==> src/rtl/load_cache_pkg.sv <==
// Shared widths and FSM state encoding for the direct-mapped load cache.
package load_cache_pkg;
    localparam int ADDR_W     = 16;
    localparam int DATA_W     = 16;
    localparam int INDEX_BITS = 4;
    localparam int LINES      = 1 << INDEX_BITS;
    localparam int TAG_W      = ADDR_W - INDEX_BITS;

    typedef enum logic [1:0] {
        IDLE,
        ISSUE,
        WAIT,
        RESP
    } state_e;
endpackage

==> src/rtl/load_cache_if.sv <==
// CPU request/response and memory load-port signals of the load cache.
interface load_cache_if;
    import load_cache_pkg::*;

    logic              reqValid;
    logic [ADDR_W-1:0] reqAddr;
    logic              reqReady;
    logic              respValid;
    logic [DATA_W-1:0] respData;
    logic              flush;
    logic              memLoadEnable;
    logic [ADDR_W-1:0] memLoadAddr;
    logic              memLoadReady;
    logic [DATA_W-1:0] memLoadData;
    logic [15:0]       hitCount;
    logic [15:0]       missCount;

    modport slave (
        input  reqValid, reqAddr, flush, memLoadReady, memLoadData,
        output reqReady, respValid, respData, memLoadEnable, memLoadAddr,
               hitCount, missCount
    );

    modport master (
        output reqValid, reqAddr, flush, memLoadReady, memLoadData,
        input  reqReady, respValid, respData, memLoadEnable, memLoadAddr,
               hitCount, missCount
    );
endinterface

==> src/rtl/load_cache_array.sv <==
// Tag/valid/data storage: combinational read, one write port, flush clears all valid bits.
// Flush beats a same-cycle write so a line filled during a flush never becomes valid.
module lc_array
    import load_cache_pkg::*;
(
    input  logic                  clk,
    input  logic                  reset,
    input  logic                  flush_i,
    input  logic [INDEX_BITS-1:0] rd_idx_i,
    output logic                  rd_vld_o,
    output logic [TAG_W-1:0]      rd_tag_o,
    output logic [DATA_W-1:0]     rd_dat_o,
    input  logic                  wr_en_i,
    input  logic [INDEX_BITS-1:0] wr_idx_i,
    input  logic [TAG_W-1:0]      wr_tag_i,
    input  logic [DATA_W-1:0]     wr_dat_i
);
    logic [LINES-1:0]  valid_q, valid_d;
    logic [TAG_W-1:0]  tag_q  [LINES];
    logic [DATA_W-1:0] data_q [LINES];

    always_comb begin
        valid_d = valid_q;
        if (wr_en_i) valid_d[wr_idx_i] = 1'b1;
        if (flush_i) valid_d = '0;
    end

    always_ff @(posedge clk) begin
        if (reset) valid_q <= '0;
        else       valid_q <= valid_d;
    end

    always_ff @(posedge clk) begin
        if (wr_en_i) begin
            tag_q[wr_idx_i]  <= wr_tag_i;
            data_q[wr_idx_i] <= wr_dat_i;
        end
    end

    assign rd_vld_o = valid_q[rd_idx_i];
    assign rd_tag_o = tag_q[rd_idx_i];
    assign rd_dat_o = data_q[rd_idx_i];
endmodule

==> src/rtl/load_cache.sv <==
// Direct-mapped read-only cache: hits respond 1 cycle after acceptance, misses 1 cycle after memLoadReady.
// One request in flight; reqReady is low outside IDLE and while flush is high.
module load_cache
    import load_cache_pkg::*;
(
    input  logic         clk,
    input  logic         reset,
    load_cache_if.slave  bus
);
    state_e            state_q, state_d;
    logic [ADDR_W-1:0] addr_q, addr_d;
    logic              resp_vld_q, resp_vld_d;
    logic [DATA_W-1:0] resp_dat_q, resp_dat_d;
    logic              drop_q, drop_d;
    logic [15:0]       hit_q, hit_d;
    logic [15:0]       miss_q, miss_d;

    logic              rd_vld;
    logic [TAG_W-1:0]  rd_tag;
    logic [DATA_W-1:0] rd_dat;
    logic              wr_en;
    logic              accept;
    logic              hit;

    lc_array u_array (
        .clk      (clk),
        .reset    (reset),
        .flush_i  (bus.flush),
        .rd_idx_i (bus.reqAddr[INDEX_BITS-1:0]),
        .rd_vld_o (rd_vld),
        .rd_tag_o (rd_tag),
        .rd_dat_o (rd_dat),
        .wr_en_i  (wr_en),
        .wr_idx_i (addr_q[INDEX_BITS-1:0]),
        .wr_tag_i (addr_q[ADDR_W-1:INDEX_BITS]),
        .wr_dat_i (bus.memLoadData)
    );

    assign bus.reqReady      = (state_q == IDLE) && !bus.flush;
    assign accept            = bus.reqValid && bus.reqReady;
    assign hit               = rd_vld && (rd_tag == bus.reqAddr[ADDR_W-1:INDEX_BITS]);
    assign bus.respValid     = resp_vld_q;
    assign bus.respData      = resp_dat_q;
    assign bus.memLoadEnable = (state_q == ISSUE);
    assign bus.memLoadAddr   = (state_q == ISSUE) ? addr_q : '0;
    assign bus.hitCount      = hit_q;
    assign bus.missCount     = miss_q;

    always_comb begin
        state_d    = state_q;
        addr_d     = addr_q;
        resp_vld_d = 1'b0;
        resp_dat_d = '0;
        drop_d     = drop_q;
        hit_d      = hit_q;
        miss_d     = miss_q;
        wr_en      = 1'b0;
        case (state_q)
            IDLE: begin
                if (accept) begin
                    if (hit) begin
                        resp_vld_d = 1'b1;
                        resp_dat_d = rd_dat;
                        hit_d      = hit_q + 16'd1;
                    end else begin
                        addr_d  = bus.reqAddr;
                        miss_d  = miss_q + 16'd1;
                        drop_d  = 1'b0;
                        state_d = ISSUE;
                    end
                end
            end
            ISSUE: begin
                if (bus.flush) drop_d = 1'b1;
                state_d = WAIT;
            end
            WAIT: begin
                if (bus.flush) drop_d = 1'b1;
                if (bus.memLoadReady) begin
                    // A flush in the fill cycle itself also suppresses the install.
                    wr_en      = !drop_q && !bus.flush;
                    resp_vld_d = 1'b1;
                    resp_dat_d = bus.memLoadData;
                    drop_d     = 1'b0;
                    state_d    = RESP;
                end
            end
            RESP: begin
                state_d = IDLE;
            end
            default: state_d = IDLE;
        endcase
    end

    always_ff @(posedge clk) begin
        if (reset) begin
            state_q    <= IDLE;
            addr_q     <= '0;
            resp_vld_q <= 1'b0;
            resp_dat_q <= '0;
            drop_q     <= 1'b0;
            hit_q      <= '0;
            miss_q     <= '0;
        end else begin
            state_q    <= state_d;
            addr_q     <= addr_d;
            resp_vld_q <= resp_vld_d;
            resp_dat_q <= resp_dat_d;
            drop_q     <= drop_d;
            hit_q      <= hit_d;
            miss_q     <= miss_d;
        end
    end
endmodule

==> src/flat_wrapper.sv <==
// flat-port wrapper written by rule: the top's interface ports become plain ports
module load_cache_flat import load_cache_pkg::*;
  (clk, reset, bus_reqValid, bus_reqAddr, bus_flush, bus_memLoadReady, bus_memLoadData, bus_reqReady, bus_respValid, bus_respData, bus_memLoadEnable, bus_memLoadAddr, bus_hitCount, bus_missCount);
  load_cache_if bus_i ();
  input  logic clk;
  input  logic reset;
  input wire logic [$bits(bus_i.reqValid)-1:0] bus_reqValid;
  input wire logic [$bits(bus_i.reqAddr)-1:0] bus_reqAddr;
  input wire logic [$bits(bus_i.flush)-1:0] bus_flush;
  input wire logic [$bits(bus_i.memLoadReady)-1:0] bus_memLoadReady;
  input wire logic [$bits(bus_i.memLoadData)-1:0] bus_memLoadData;
  output wire logic [$bits(bus_i.reqReady)-1:0] bus_reqReady;
  output wire logic [$bits(bus_i.respValid)-1:0] bus_respValid;
  output wire logic [$bits(bus_i.respData)-1:0] bus_respData;
  output wire logic [$bits(bus_i.memLoadEnable)-1:0] bus_memLoadEnable;
  output wire logic [$bits(bus_i.memLoadAddr)-1:0] bus_memLoadAddr;
  output wire logic [$bits(bus_i.hitCount)-1:0] bus_hitCount;
  output wire logic [$bits(bus_i.missCount)-1:0] bus_missCount;
  assign bus_i.reqValid = bus_reqValid;
  assign bus_i.reqAddr = bus_reqAddr;
  assign bus_i.flush = bus_flush;
  assign bus_i.memLoadReady = bus_memLoadReady;
  assign bus_i.memLoadData = bus_memLoadData;
  assign bus_reqReady = bus_i.reqReady;
  assign bus_respValid = bus_i.respValid;
  assign bus_respData = bus_i.respData;
  assign bus_memLoadEnable = bus_i.memLoadEnable;
  assign bus_memLoadAddr = bus_i.memLoadAddr;
  assign bus_hitCount = bus_i.hitCount;
  assign bus_missCount = bus_i.missCount;
  load_cache u_core (.clk(clk), .reset(reset), .bus(bus_i));
endmodule
==> config.mk <==
export PLATFORM = sky130hd
export DESIGN_NAME = load_cache_flat
export DESIGN_NICKNAME = d
export VERILOG_FILES = /design/src/rtl/load_cache_pkg.sv /design/src/rtl/load_cache_if.sv /design/src/rtl/load_cache_array.sv /design/src/rtl/load_cache.sv /design/src/flat_wrapper.sv
export SDC_FILE = /design/constraint.sdc
export NUM_CORES = 1
export LEC_CHECK = 0
export ABC_AREA = 1
export BUFFER_PORTS_ARGS = -buffer_cell sky130_fd_sc_hd__buf_2
export CAP_MARGIN = 20
export CORE_ASPECT_RATIO = 0.6
export CORE_MARGIN = 1
export CORE_UTILIZATION = 55
export DETAILED_ROUTE_END_ITERATION = 6
export PLACE_DENSITY = 0.75
export REMOVE_ABC_BUFFERS = 1
export SLEW_MARGIN = 20
export SYNTH_ARGS = -nofsm -noshare
export SYNTH_HDL_FRONTEND = slang
export SYNTH_SLANG_ARGS = --single-unit
==> constraint.sdc <==
create_clock -name clk -period 2.7 [get_ports clk]
set_clock_uncertainty 0.15 [all_clocks]
set_input_delay 0.135 -clock clk [delete_from_list [all_inputs] [get_ports clk]]
set_output_delay 0.135 -clock clk [all_outputs]
set_load 0.005 [all_outputs]
Yosys cells after proc, flatten, opt, wreduce, memory -nomap -nowiden. Memories as Yosys holds them, arrays and structs flattened. Index checks and enable logic that the tools add are counted.

Add/sub/neg operators: 2. Magnitude comparators: 3. Equality and inequality tests: 7. Mux-type cells: 26. Bitwise gates (word level): 2. Reduce and logical (&&, ||, !) cells: 14.

Operators by type and width (number): $mux 16 (4); $add 16x1->16 const B (2); $pmux 16 s2 (1); $or 16x16->16 (1); $mux 1 (13); $eq 12x12->1 (1); $reduce_and 3->1 (4); $lt 4x5->1 const B (2); $pmux 2 s4 (1); $mux 2 (3); $logic_and 1x1->1 (5); $bmux 1 s4 (1); $demux 1 s4 (1); $eq 2x2->1 const B (2); $ge 4x1->1 const B (1); $ne 2x2->1 const B (2); $pmux 1 s3 (1); $reduce_bool 3->1 (1); $eq 2x1->1 const B (1); $logic_not 1->1 (2); $logic_not 2->1 (1); $ne 2x1->1 const B (1); $pmux 1 s2 (1); $reduce_or 2->1 (1); $not 1->1 (1).

Register bits: 84. RAM bits: 448. Bits of input ports: 37. Output and inout bits: 67. Logic and storage cells: 64. Memories kept: 2.

Memories: u_core.u_array.data_q (words 16, width 16, read ports 1, clocked after memory_dff 0, write ports 1, RTL line load_cache_array.sv:20) `logic [DATA_W-1:0] data_q [LINES];`; u_core.u_array.tag_q (words 16, width 12, read ports 1, clocked after memory_dff 0, write ports 1, RTL line load_cache_array.sv:19) `logic [TAG_W-1:0] tag_q [LINES];`.

Longest topological paths before layout.
Word-level depth: 6. Mapped depth: 20. Depth with buffers taken out: 18.

Modules after synthesis. From an unflattened synthesis, not the netlist that was laid out.

Cells, all modules: 2447. Area total of the unflattened synthesis: 23317.4 um^2.

By module, submodules not included: lc_array (times used 1, cells an instance 1937, area each 19894.1 um^2, sequential area each 13773.2 um^2); load_cache (times used 1, cells an instance 510, area each 3423.3 um^2, sequential area each 1361.3 um^2).

Least setup slack after synthesis. OpenSTA, ideal clock, no wires.

Kind: flip-flop to flip-flop. Start: register u_core.state_q[0]. End: memory u_core.u_array.data_q[12][0], enable pin. Library setup time: 0.414 ns. Data arrival time: 2.209 ns. Required time: 2.136 ns. Slack: -0.073 ns. Cell stages (with the launch flop): 7. Path buffers: 0. Clock period less this slack: 2.773 ns. Cells stage by stage: dfxtp_1 > inv_1 > ha_1 > nand2_1 > nor4_1 > inv_1 > nor2_1.

Longest elaborated chain between the ends: 4.

Ends and longest elaborated chain: start, declared (RTL line load_cache.sv:10) `state_e state_q, state_d;`; start signal, assigned (RTL line load_cache.sv:105) `state_q <= state_d;`; $eq 2x2->1 (RTL line load_cache.sv:58) `case (state_q)`; $mux 1 (RTL line load_cache.sv:58); $mux 1 (RTL line load_cache_array.sv:34) `if (wr_en_i) begin`; $mux 1 (not written as such) (RTL line load_cache_array.sv:36) `data_q[wr_idx_i] <= wr_dat_i;`; end, declared (RTL line load_cache_array.sv:20).

Every way passes these cells.

Final worst setup path.
Start: memory u_core.u_array.tag_q[14][3] (netlist bit). End: register u_core.hit_q[3] (netlist: u_core.bus.hitCount[3]).

Longest elaborated chain between the ends: 4.

Ends and longest elaborated chain: start, declared (RTL line load_cache_array.sv:19); $mem_v2 16x12; $eq 12x12->1 (RTL line load_cache.sv:41) `assign hit = rd_vld && (rd_tag == bus.reqAddr[ADDR_W-1:INDEX_BITS]);`; $logic_and 1x1->1 (RTL line load_cache.sv:41); $reduce_and 3->1 (no line); end signal, assigned (RTL line load_cache.sv:110) `hit_q <= hit_d;`; end, declared (RTL line load_cache.sv:15) `logic [15:0] hit_q, hit_d;`.

Every way passes these cells. A chain may end at the register's enable or synchronous reset.

==> metrics.json <==
{
  "floorplan": {
    "start_util_pct": 56.2,
    "rows": 56,
    "dieHeight_um": 157,
    "floorplan.core_area_um2": 39300,
    "design.die.area_um2": 41000,
    "top_level_pins": 104,
    "die_width_um": 261
  },
  "power_and_ir_drop": {
    "post-layout-total-power_uw": 17700,
    "power_leakage_uw": 0.00976,
    "worst_ir_drop_on_vdd_v": 0.000555,
    "powerDensity_nw_per_um2": 690
  },
  "timing": {
    "period_minus_slack_ns": 2.48,
    "fmax_mhz": 403,
    "rsz0062_at_grt": "no",
    "final.period_utilization_pct": 92.0,
    "finalHoldViolations": 0,
    "finalMaxSlewViolations": 0,
    "worst_slew_pin_tran_ns": 1.10,
    "report.final.setup_viol": 0,
    "timing.max_slew.rel_slack_pct": 26.7
  },
  "logic_synthesis": {
    "synth-seq-area-share_pct": 68.6,
    "post_synth_xor_area_fraction_pct": 0.913,
    "avgSynthCellArea_um2": 10.8,
    "ys_ff_latch": 532,
    "synthCells": 2040,
    "synth-warning-count": 0,
    "syn_std_cell_area_um2": 22100,
    "synth.area.mux_share_pct": 0,
    "synth-compound-area-share_pct": 8.56,
    "post_synth_num_cell_types": 31,
    "synth-simple-area-share_pct": 16.1,
    "area_share_of_fa_ha_maj_cells_after_synthesis_pct": 0.340,
    "synth_top_family_by_area": "simple AND/OR/NAND/NOR gates"
  },
  "worst_hold_path": {
    "hold-path-cell-count": 3,
    "hold_path.class": "input port to flop",
    "hold-path-endpoint": "u_core.u_array.valid_q[10]$_SDFFE_PP0P_",
    "holdCritStartpoint": "bus_flush"
  },
  "run_status": {
    "outcome": "finished with violations",
    "violations": "DRC"
  },
  "final_layout": {
    "area_growth_syn_to_layout_pct": 16.3,
    "antenna_cells": 0,
    "final_nets": 2222,
    "instances_no_fill": 2740,
    "most_frequent_cells_in_the_layout": "522 x sky130_fd_sc_hd__nand2_1, 448 x sky130_fd_sc_hd__edfxtp_1, 169 x sky130_fd_sc_hd__inv_1",
    "most_frequent_standard_cell_in_the_layout_excluding_fill_and_tap_cells": "sky130_fd_sc_hd__nand2_1",
    "drive_above_1_share_pct": 12.4
  },
  "detailed_routing": {
    "first_iter_violations": 2345,
    "routed-via-count": 16100,
    "routed_via_density": 5.89,
    "post_drt_wl_per_cell_um": 21.2,
    "final_antenna_net_count": 0,
    "drt-pass1-iter-count": 7,
    "remaining_drc_errors": 4,
    "wl_um": 58100
  },
  "global_routing": {
    "first_global_vias": 15300,
    "grt_start_max_net_pins": 105,
    "globalRouteTotalUtil_pct": 28.4,
    "grt_overflow_total": 0,
    "wire_length_of_the_first_global_routing_pass_um": 87700,
    "initial_antenna_violation_count": 0
  },
  "cts": {
    "tritoncts": "done",
    "cts-htree-levels": 2,
    "cts-root-buf": "sky130_fd_sc_hd__clkbuf_16",
    "tritoncts.num_buffers": 47,
    "path_clk_slew_ns": 0.07,
    "insertion_delay_of_the_later_clocked_pin_in_the_worst_skew_pair_ns": 0.58,
    "clock_path_buffers": 3,
    "cts.sink_count": 532
  },
  "critical_path": {
    "worst_r2r_path_depth": 15,
    "setup.worst_path.class": "flop to flop",
    "cp-start-kind": "flop",
    "r2r_setup_slk_ns": 0.22,
    "critical_path.reg2reg.startpoint": "u_core.u_array.tag_q[14][3]$_DFFE_PP_",
    "worst-endpoint-required_ns": 2.99,
    "worst-path-max-fanout": 32,
    "worst_r2r_endpoint": "u_core.bus.hitCount[3]$_SDFFE_PP0P_",
    "critical_path_capture_point_type": "flop",
    "critical_path_arrival_ns": 2.78
  },
  "place": {
    "place.port_buffers": 103,
    "hpwlAfterDp_um": 33200,
    "post-place-cells": 2621,
    "place_congestion": 0.871
  },
  "run": {
    "cap_viol_max_count": 0
  }
}
[sequential cells by signal, summed over array words and instances (netlist names)]
signal / flops
u_core.drop_q: 1
u_core.addr_q: 16
u_core.u_array.data_q: 256
u_core.u_array.tag_q: 192
u_core.bus.missCount: 16
u_core.bus.hitCount: 16
u_core.bus.respValid: 1
u_core.bus.respData: 16
u_core.state_q: 2
u_core.u_array.valid_q: 16
[final cells by class]
type / count / area (µm²)
Multi-Input combinational cell: 1216 / 5860
Fill cell: 2900 / 13600
Timing Repair Buffer: 207 / 1770
Tap cell: 522 / 653
Sequential cell: 532 / 15100
Clock buffer: 63 / 1280
Clock inverter: 25 / 297
Inverter: 175 / 667
[power breakdown]
part           internal, µW  switching, µW
Sequential             9120            201
Combinational           494           1000
Clock                  3930           2970
Total                 13500           4170
[critical path, stage by stage, from the launching register on]
cell and delay, ns:
sky130_fd_sc_hd__edfxtp_1 0.37, sky130_fd_sc_hd__inv_1 0.07, sky130_fd_sc_hd__nand2_1 0.05, sky130_fd_sc_hd__nand3_1 0.08, sky130_fd_sc_hd__nand3_1 0.10, sky130_fd_sc_hd__nand3_1 0.14
sky130_fd_sc_hd__nand2_1 0.07, sky130_fd_sc_hd__nand2_1 0.05, sky130_fd_sc_hd__nand2_1 0.04, sky130_fd_sc_hd__nor2_1 0.20, sky130_fd_sc_hd__nand2_1 0.13, sky130_fd_sc_hd__nor2_4 0.18
sky130_fd_sc_hd__nand3_1 0.14, sky130_fd_sc_hd__buf_12 0.20, sky130_fd_sc_hd__o21ai_0 0.25, sky130_fd_sc_hd__nor2_1 0.10
[per-layer routing]
| metal | routed length, µm | GRT usage (%) | vias up | part of all wire, % |
|---|---|---|---|---|
| met4 | 1740 | 10.1 | 0 | 3.0 |
| met1 | 24100 | 40.6 | 7802 | 42 |
| li1 | - | - | 7315 | - |
| met3 | 5810 | 4.94 | 136 | 10 |
| met5 | 0 | 0 | - | 0 |
| met2 | 26400 | 44.1 | 894 | 45 |
[through the flow]
stage               cell area (µm²)  worst slack, ns  util [%]  TNS [ns]  hold slack [ns]
finish                        25700            0.217      65.3         0           0.0309
global route                  25700           0.0497      65.3         0           0.0386
CTS                           25600            0.138      65.2         0          0.00743
detailed placement            23800           -0.175      60.4     -4.24            0.294
global placement              23800           -0.102      60.4     -1.94            0.279
floorplan                     21500            -1.42         -   -108.37           0.0541
[cells in the mapped netlist, drive strengths merged]
master | instances | area, µm²
o21ai | 43 | 215
a221oi | 38 | 333
nor2 | 177 | 669
and2 | 1 | 6.26
nor4 | 6 | 37.5
clkbuf | 57 | 214
a221o | 13 | 130
a32o | 13 | 130
xor2 | 13 | 114
nand4 | 5 | 31.3
nand2 | 524 | 1970
dfxtp | 84 | 1680
o31ai | 16 | 120
edfxtp | 448 | 13500
ha | 6 | 75.1
buf | 60 | 340
inv | 175 | 657
o211ai | 16 | 120
or2 | 3 | 18.8
nand3b | 2 | 15.0
nand3 | 152 | 761
a21oi | 168 | 841
nor3 | 10 | 50.1
xnor2 | 10 | 87.6
[kinds of logic after synthesis]
logic type	Yosys count
DFF	532
AOI/OAI and AO/OA	307
buffers and inverters	292
xor gates and xnor gates	23
adders and majority gates	6
and+or+nand+nor	880
[what timing repair did]
| action | CTS | global route |
|---|---|---|
| resized for setup | 0 | 4 |
| endpoints found under the hold margin | 290 | 0 |
| endpoints found under the setup margin | 0 | 34 |
| hold buffers | 31 | 0 |
| buffers inserted | 0 | 0 |
[how the worst max path moves through the flow]
stage | cells past startpoint | slack [ns] | endpoint | from
6_report | 15 | 0.22 | u_core.bus.hitCount[3]$_SDFFE_PP0P_ | u_core.u_array.tag_q[14][3]$_DFFE_PP_
5_1_grt | 19 | 0.05 | u_core.bus.missCount[6]$_SDFFE_PP0P_ | u_core.u_array.valid_q[14]$_SDFFE_PP0P_
4_1_cts | 16 | 0.14 | u_core.addr_q[2]$_SDFFE_PP0P_ | u_core.u_array.tag_q[13][3]$_DFFE_PP_
3_5_place_dp | 20 | -0.17 | u_core.addr_q[9]$_SDFFE_PP0P_ | bus_reqAddr[0]
3_3_place_gp | 21 | -0.10 | u_core.bus.hitCount[5]$_SDFFE_PP0P_ | bus_reqAddr[0]
2_1_floorplan | 14 | -1.42 | u_core.bus.hitCount[5]$_SDFFE_PP0P_ | bus_reqAddr[0]
Note: power is estimated with default switching activity, not from simulation.
